<file path="config.mk">
export PLATFORM = sky130hd
export DESIGN_NAME = ysyx_210247_trap_ctrl
export DESIGN_NICKNAME = d
export VERILOG_FILES = /design/src/rtl/ysyx_210247_trap_ctrl.sv
export SDC_FILE = /design/constraint.sdc
export NUM_CORES = 1
export LEC_CHECK = 0
export ABC_AREA = 1
export BUFFER_PORTS_ARGS = -buffer_cell sky130_fd_sc_hd__buf_2
export CAP_MARGIN = 5
export CORE_AREA = 8 8 221 223
export DETAILED_ROUTE_END_ITERATION = 8
export DIE_AREA = 0 0 229 231
export PLACE_DENSITY_LB_ADDON = 0.3
export SYNTH_ARGS = -nofsm -noshare
export SYNTH_HDL_FRONTEND = slang
export SYNTH_SLANG_ARGS = --single-unit
</file>
<file path="constraint.sdc">
create_clock -name clk -period 2.1 [get_ports clk]
set_input_delay 0.315 -clock clk [delete_from_list [all_inputs] [get_ports clk]]
set_output_delay 0.315 -clock clk [all_outputs]
set_load 0.05 [all_outputs]
</file>
<file path="src/rtl/ysyx_210247_trap_ctrl.sv">
// Trap/mret commit controller: detects ecall, mret and timer interrupts at commit,
// waits for outstanding memory traffic, strobes the CSR update, then redirects fetch.
module ysyx_210247_trap_ctrl #(
  parameter int          XLEN      = 64,
  parameter int unsigned MRET_CODE = 666
) (
  input  logic            clk,
  input  logic            rst,
  input  logic            commit_valid,
  input  logic [XLEN-1:0] commit_pc,
  input  logic [XLEN-1:0] commit_next_pc,
  input  logic            commit_ecall,
  input  logic            commit_mret,
  input  logic            timer_irq,
  input  logic            mem_busy,
  input  logic [XLEN-1:0] mstatus_i,
  input  logic [XLEN-1:0] mie_i,
  input  logic [XLEN-1:0] mtvec_i,
  input  logic [XLEN-1:0] mepc_i,
  output logic [XLEN-1:0] exc_type,
  output logic [XLEN-1:0] exc_addr,
  output logic            flush,
  output logic            redirect_valid,
  output logic [XLEN-1:0] redirect_pc,
  input  logic            redirect_ready,
  output logic            stall
);

  typedef enum logic [1:0] {IDLE, WAIT_MEM, FLUSH, REDIRECT} state_t;

  localparam logic [XLEN-1:0] ECALL_CAUSE = XLEN'(11);
  localparam logic [XLEN-1:0] MRET_CAUSE  = XLEN'(MRET_CODE);
  localparam logic [XLEN-1:0] IRQ_CAUSE   = {1'b1, {(XLEN-1){1'b0}}} | XLEN'(7);

  state_t          state;
  logic [XLEN-1:0] cause_q;
  logic [XLEN-1:0] addr_q;
  logic            mret_q;

  logic            irq_pending;
  logic            ev_ecall;
  logic            ev_mret;
  logic            ev_irq;
  logic            ev_any;
  logic [XLEN-1:0] ev_cause;
  logic [XLEN-1:0] ev_addr;
  logic [XLEN-1:0] tvec_base;
  logic [XLEN-1:0] flush_target;
  logic            unused_csr_bits;

  assign unused_csr_bits = ^{mstatus_i, mie_i};

  // A deferred interrupt needs no bookkeeping: timer_irq is level-sensitive, so it
  // is simply seen again at the next commit after the ecall/mret completes.
  assign irq_pending = timer_irq & mstatus_i[3] & mie_i[7];
  assign ev_ecall    = commit_valid & commit_ecall;
  assign ev_mret     = commit_valid & commit_mret & ~commit_ecall;
  assign ev_irq      = commit_valid & irq_pending & ~commit_ecall & ~commit_mret;
  assign ev_any      = ev_ecall | ev_mret | ev_irq;

  always_comb begin
    ev_cause = ECALL_CAUSE;
    ev_addr  = commit_pc;
    if (ev_mret) begin
      ev_cause = MRET_CAUSE;
    end else if (ev_irq) begin
      ev_cause = IRQ_CAUSE;
      ev_addr  = commit_next_pc;
    end
  end

  // Vectored mode only applies to interrupts; the add wraps at XLEN bits.
  assign tvec_base = {mtvec_i[XLEN-1:2], 2'b00};
  always_comb begin
    flush_target = tvec_base;
    if (mret_q)
      flush_target = mepc_i;
    else if (mtvec_i[1:0] == 2'b01 && cause_q[XLEN-1])
      flush_target = tvec_base + {{(XLEN-8){1'b0}}, cause_q[5:0], 2'b00};
  end

  always_ff @(posedge clk) begin
    if (rst) begin
      state          <= IDLE;
      cause_q        <= '0;
      addr_q         <= '0;
      mret_q         <= 1'b0;
      exc_type       <= '0;
      exc_addr       <= '0;
      flush          <= 1'b0;
      redirect_valid <= 1'b0;
      redirect_pc    <= '0;
      stall          <= 1'b0;
    end else begin
      case (state)
        IDLE: begin
          if (ev_any) begin
            cause_q <= ev_cause;
            addr_q  <= ev_addr;
            mret_q  <= ev_mret;
            stall   <= 1'b1;
            if (mem_busy) begin
              state <= WAIT_MEM;
            end else begin
              state    <= FLUSH;
              flush    <= 1'b1;
              exc_type <= ev_cause;
              exc_addr <= ev_addr;
            end
          end
        end
        WAIT_MEM: begin
          if (!mem_busy) begin
            state    <= FLUSH;
            flush    <= 1'b1;
            exc_type <= cause_q;
            exc_addr <= addr_q;
          end
        end
        FLUSH: begin
          state          <= REDIRECT;
          flush          <= 1'b0;
          exc_type       <= '0;
          exc_addr       <= '0;
          redirect_valid <= 1'b1;
          redirect_pc    <= flush_target;
        end
        REDIRECT: begin
          if (redirect_ready) begin
            state          <= IDLE;
            redirect_valid <= 1'b0;
            redirect_pc    <= '0;
            stall          <= 1'b0;
            cause_q        <= '0;
            addr_q         <= '0;
            mret_q         <= 1'b0;
          end
        end
        default: state <= IDLE;
      endcase
    end
  end

endmodule

</file>
* After elaboration in Yosys (flattened, before gate mapping)
Cells that the tools add are included.
Storage, ports and cells: logic and storage cells 75, output and inout bits 195, input bits 392, register bits 326
Cells by class: reductions and logical operators 10, bitwise logic cells 12, equal/unequal tests 8, add/subtract/negate cells 1, mux-type cells 34
Operators by type and width (number):
- 64-bit two-way mux | 15
- 64-bit case mux with 2 select lines | 3
- 64-bit case mux with 3 select lines | 2
- 64-bit by 8-bit adder with 64-bit output | 1
- 1-bit bitwise AND | 8
- 2-bit two-way mux | 4
- 2-bit inequality test (second input constant) | 4
- 2-bit case mux with 4 select lines | 1
- 1-bit case mux with 2 select lines | 3
- 3-bit AND reduction | 2
- 1-bit two-way mux | 5
- 2-bit by 1-bit equality test with 1-bit output (second input constant) | 2
- 2-bit equality test (second input constant) | 2
- 2-bit AND reduction | 2
- 4-bit AND reduction | 1
- 2-bit nonzero test | 2
- 1-bit case mux with 3 select lines | 1
- 3-bit nonzero test | 1
- 2-bit logical NOT | 1
- 1-bit inverter | 2
- 1-bit bitwise OR | 2
- 1-bit logical AND | 1

* Depth between registers and ports, before layout
depth after elaboration 10, mapped depth 14, mapped depth without buffers 13

* Worst setup path after synthesis
No wires, ideal clock.
path type register to register, start register cause_q[1], end register redirect_pc[50], setup slack -288 ps, buffers on the path 1, stages on the path, launching flop included 14, period minus slack after synthesis 2388 ps, data arrival time 2256 ps, data required time 1968 ps, setup time 132 ps, path through dfxtp_1 -> inv_1 -> fa_1 -> nor2_1 -> nand2_1 -> nand3_1 -> buf_4 -> nand4_1 -> nor2_2 -> nand2_1 -> nand2_1 -> nand3_1 -> nand2_1 -> a21oi_1
Between the ends: cells in the longest elaborated chain, start to end 4
Ends and longest elaborated chain:
- start: declaration | line 36 | logic [XLEN-1:0] cause_q;
- start signal: assignment | line 98 | cause_q <= ev_cause;
- 64-bit by 8-bit adder with 64-bit output | line 79 | flush_target = tvec_base + {{(XLEN-8){1'b0}}, cause_q[5:0], 2'b00};
- 64-bit two-way mux | line 78 | else if (mtvec_i[1:0] == 2'b01 && cause_q[XLEN-1])
- 64-bit two-way mux | line 76 | if (mret_q)
- 64-bit case mux with 2 select lines | line 95 | case (state)
- end signal: assignment | line 126 | redirect_pc <= flush_target;
- end: declaration | line 24 | output logic [XLEN-1:0] redirect_pc,
No other way between the ends. A chain may end at the register's enable or synchronous reset.

* Worst setup path in the final report
start register cause_q[0], end register redirect_pc[36]
The elaborated chain is that of the path after synthesis.

==> qor.csv <==
metric,value,unit
status,finished with violations,
failing checks,setup timing,
Slew HR,51.84,%
first-pass GRT wire length,82290,um
GPL Wtd Cong,0.9057,
commonest register cell after synthesis,dfxtp_1,
Worst Setup Path Type,flip-flop to flip-flop,
WP data arrival,2.58,ns
total wire length,55150,um
Finished Core Util,36.68,%
Fillers,4831,
most frequent cells in the layout,"buf_2 (403), nor2_1 (396), nand2_1 (260)",
share of the synthesized area in the top cell type,34.49,%
Initial DRC Count,837,
"Cell Area, Synth",11960,um^2
Final Cycle Share,103.3,%
pin count of the biggest net entering global routing,137,
crit-path cells,ha_4 -> inv_2 -> fa_2 -> nor2_4 -> nand2_2 -> nand3_2 -> buf_12 -> buf_4 -> buf_6 -> and3_4 -> nand2_1 -> nand2_1 -> nand3_2 -> nand2_1 -> a21oi_1,
clock root buffer,clkbuf_16,
capturing point of the worst reg2reg path,redirect_pc[36],
drt pass-1 iters,5,
RSZ-0062 raised after global routing,true,
#FFs+latches synth,206,
wire length on met1,22560,um
hold_sp,mepc_i[0],
met2 routed WL,26960,um
H-tree depth,1,
LEAKAGE,8.079,nW
RR Startpoint,cause_q[0],
clk_lat worst skew,0.56,ns
Max Used Layer,met5,
"Setup violations, final",12,
clk slew on worst S/H paths,0.07,ns
PortBufs,404,
CP most frequent cell,nand2_1,
Slowest cell on crit path,fa_2,
register area,4131,um^2
"Seq/Total Area, Yosys",34.49,%
clock buffer depth,3,
Yosys top cell by area,dfxtp_1,
"most common cell after layout, fill and taps aside",buf_2,
Remaining DRCs,0,
CP Data Required Time,2.51,ns
worst-case reg-to-reg path depth,15,
vias per cell,4.810,
num ports,587,
"top cells by area, synth","dfxtp_1 (34%), nor2_1 (13%), nand2_1 (8.6%)",
All-Layer GR Usage,19.54,%
antenna violations before repair,12,
die width,229,um
CORE AREA,45090,um^2
hold crit path type,input pin to flip-flop,
DP Wirelength,41660,um
Synth async-reset ratio,0,%
pwr dens,1431,nW/um^2
maximum vdd drop,0.9752,mV
clock buffers created by TritonCTS,26,
Final Max Slew Viols,0,
Worst Setup Start Kind,flip-flop,
hold path depth,3,
synth warn,0,
TritonCTS clock tree,done,
Yosys cell types,40,
CTS sink cnt,206,
Max-cap violations,0,
Finished Cell Area,16540,um^2
die area,52900,um^2
Post-synth EDFFs,0,
Initial Util,26.52,%
area taken by multi-input logic gates,7273,um^2
"slowest stage delay, CP",0.36,ns
post-route ant nets,0,
layout cells sized above 1,29.97,%
synth-to-layout area growth,38.31,%
Cells after Synth,1807,
Mean Syn Cell Area,6.617,um^2
post-route worst setup slack,-0.06938,ns
DIE HEIGHT,231,um
crit path max fanout,8,
R2R setup slack,-0.07,ns
Placement Cell Area,15040,um^2
WL/cell,19.27,um
GRT overflow,0,
highest clock rate,461.0,MHz
min Tclk post-route,2.169,ns
Worst setup EP type,flip-flop,
vias,13770,
Worst-Margin Slew,0.7224,ns
# nets final,2643,
metal3 WL,4314,um
number of global-route vias before repair,13570,
clock skew,0.01354,ns
num rows,78,
Hold Crit Endpoint,redirect_pc[0],
Final Hold Viols,0,
## area by class of cell
class / instances / share of cell area (%)
Sequential cell: 206 / 24.98
Clock inverter: 11 / 0.7717
Antenna cell: 3 / 0.04540
Timing Repair Buffer: 517 / 18.98
Tap cell: 600 / 4.540
Clock buffer: 36 / 4.646
Multi-Input combinational cell: 1400 / 43.98
Inverter: 89 / 2.058
## power breakdown
group,internal (mW),total [mW],switching (mW)
Sequential,5.42,6.29,0.872
Clock,2.80,4.72,1.92
Combinational,3.34,12.7,9.33
Total,11.6,23.7,12.1
## logic make-up (layout without fill, tap and decap cells)
logic type | Yosys count | in the layout | share of synthesized area (%)
AOI/OAI and AO/OA | 345 | 345 | 15.06
xor gates and xnor gates | 8 | 8 | 0.5860
adders and majority gates | 11 | 11 | 1.214
buffers and inverters | 256 | 653 | 10.46
DFF | 206 | 206 | 34.49
muxes | 64 | 64 | 5.358
other | 1 | 59 | 0.03136
and+or+nand+nor | 916 | 916 | 32.80
## how the worst max path moves through the flow
stage	slack (ns)	cells after the start	endpoint	start
6_report	-0.07	15	redirect_pc[36]	cause_q[0]
5_1_grt	-0.22	15	redirect_pc[58]	cause_q[0]
4_1_cts	-0.10	14	redirect_pc[26]	cause_q[0]
3_3_place_gp	-0.55	15	redirect_pc[26]	mtvec_i[2]
3_5_place_dp	-0.63	15	redirect_pc[26]	mtvec_i[2]
2_1_floorplan	0.001	13	redirect_pc[50]	cause_q[1]
## metrics by stage
step	power, mW	hold WS [ns]	TNS (ns)	cells	worst slack (ns)
6_report	23.67	0.04609	-0.4883	2862	-0.06938
5_1_grt	25.17	0.03493	-3.448	2861	-0.2156
4_1_cts	23.82	0.01619	-0.6027	2848	-0.1026
3_5_place_dp	18.90	0.4447	-12.76	2798	-0.6313
3_3_place_gp	18.77	0.4388	-10.63	2798	-0.5510
2_1_floorplan	15.02	0.4540	0	1862	0.001358
## sequential cells by signal (all words and copies together), names as in the netlist
register / cells
redirect_pc: 64
exc_type: 5
cause_q: 5
state: 2
redirect_valid: 1
flush: 1
addr_q: 64
exc_addr: 64
## metal layers
layer	GRT usage [%]	up-vias
li1	-	6739
met1	23.46	6399
met2	34.55	536
met3	5.065	81
met4	4.563	12
met5	0	-
## repair_timing
item / in CTS / in global routing
buffers inserted: 4 / 11
setup endpoints to repair: 44 / 74
resized for setup: 83 / 42
pin swaps: 26 / 30
endpoints found under the hold margin: 1 / 0
hold buffers: 1 / 0
## critical path, delay by kind of cell (launching register included)
| family | cells | cell delay (ns) |
|---|---|---|
| and+or+nand+nor | 8 | 0.77 |
| AOI/OAI and AO/OA | 1 | 0.05 |
| buffers and inverters | 4 | 0.37 |
| adders and majority gates | 2 | 0.49 |
| DFF | 1 | 0.35 |
## synthesized netlist by cell type, drive strengths merged, types with 3 or more instances
cell      n
nand3b   14
buf      94
or2       9
inv      88
nor2    417
nor4      3
nand2   277
xor2      4
a31oi     3
nand4    27
nor3     22
xnor2     4
ha       10
nand3   143
and3      3
o211ai   22
mux2i    64
clkbuf   73
dfxtp   206
o21ai   168
a21oi   150
Power figures use the tool's default switching activity.
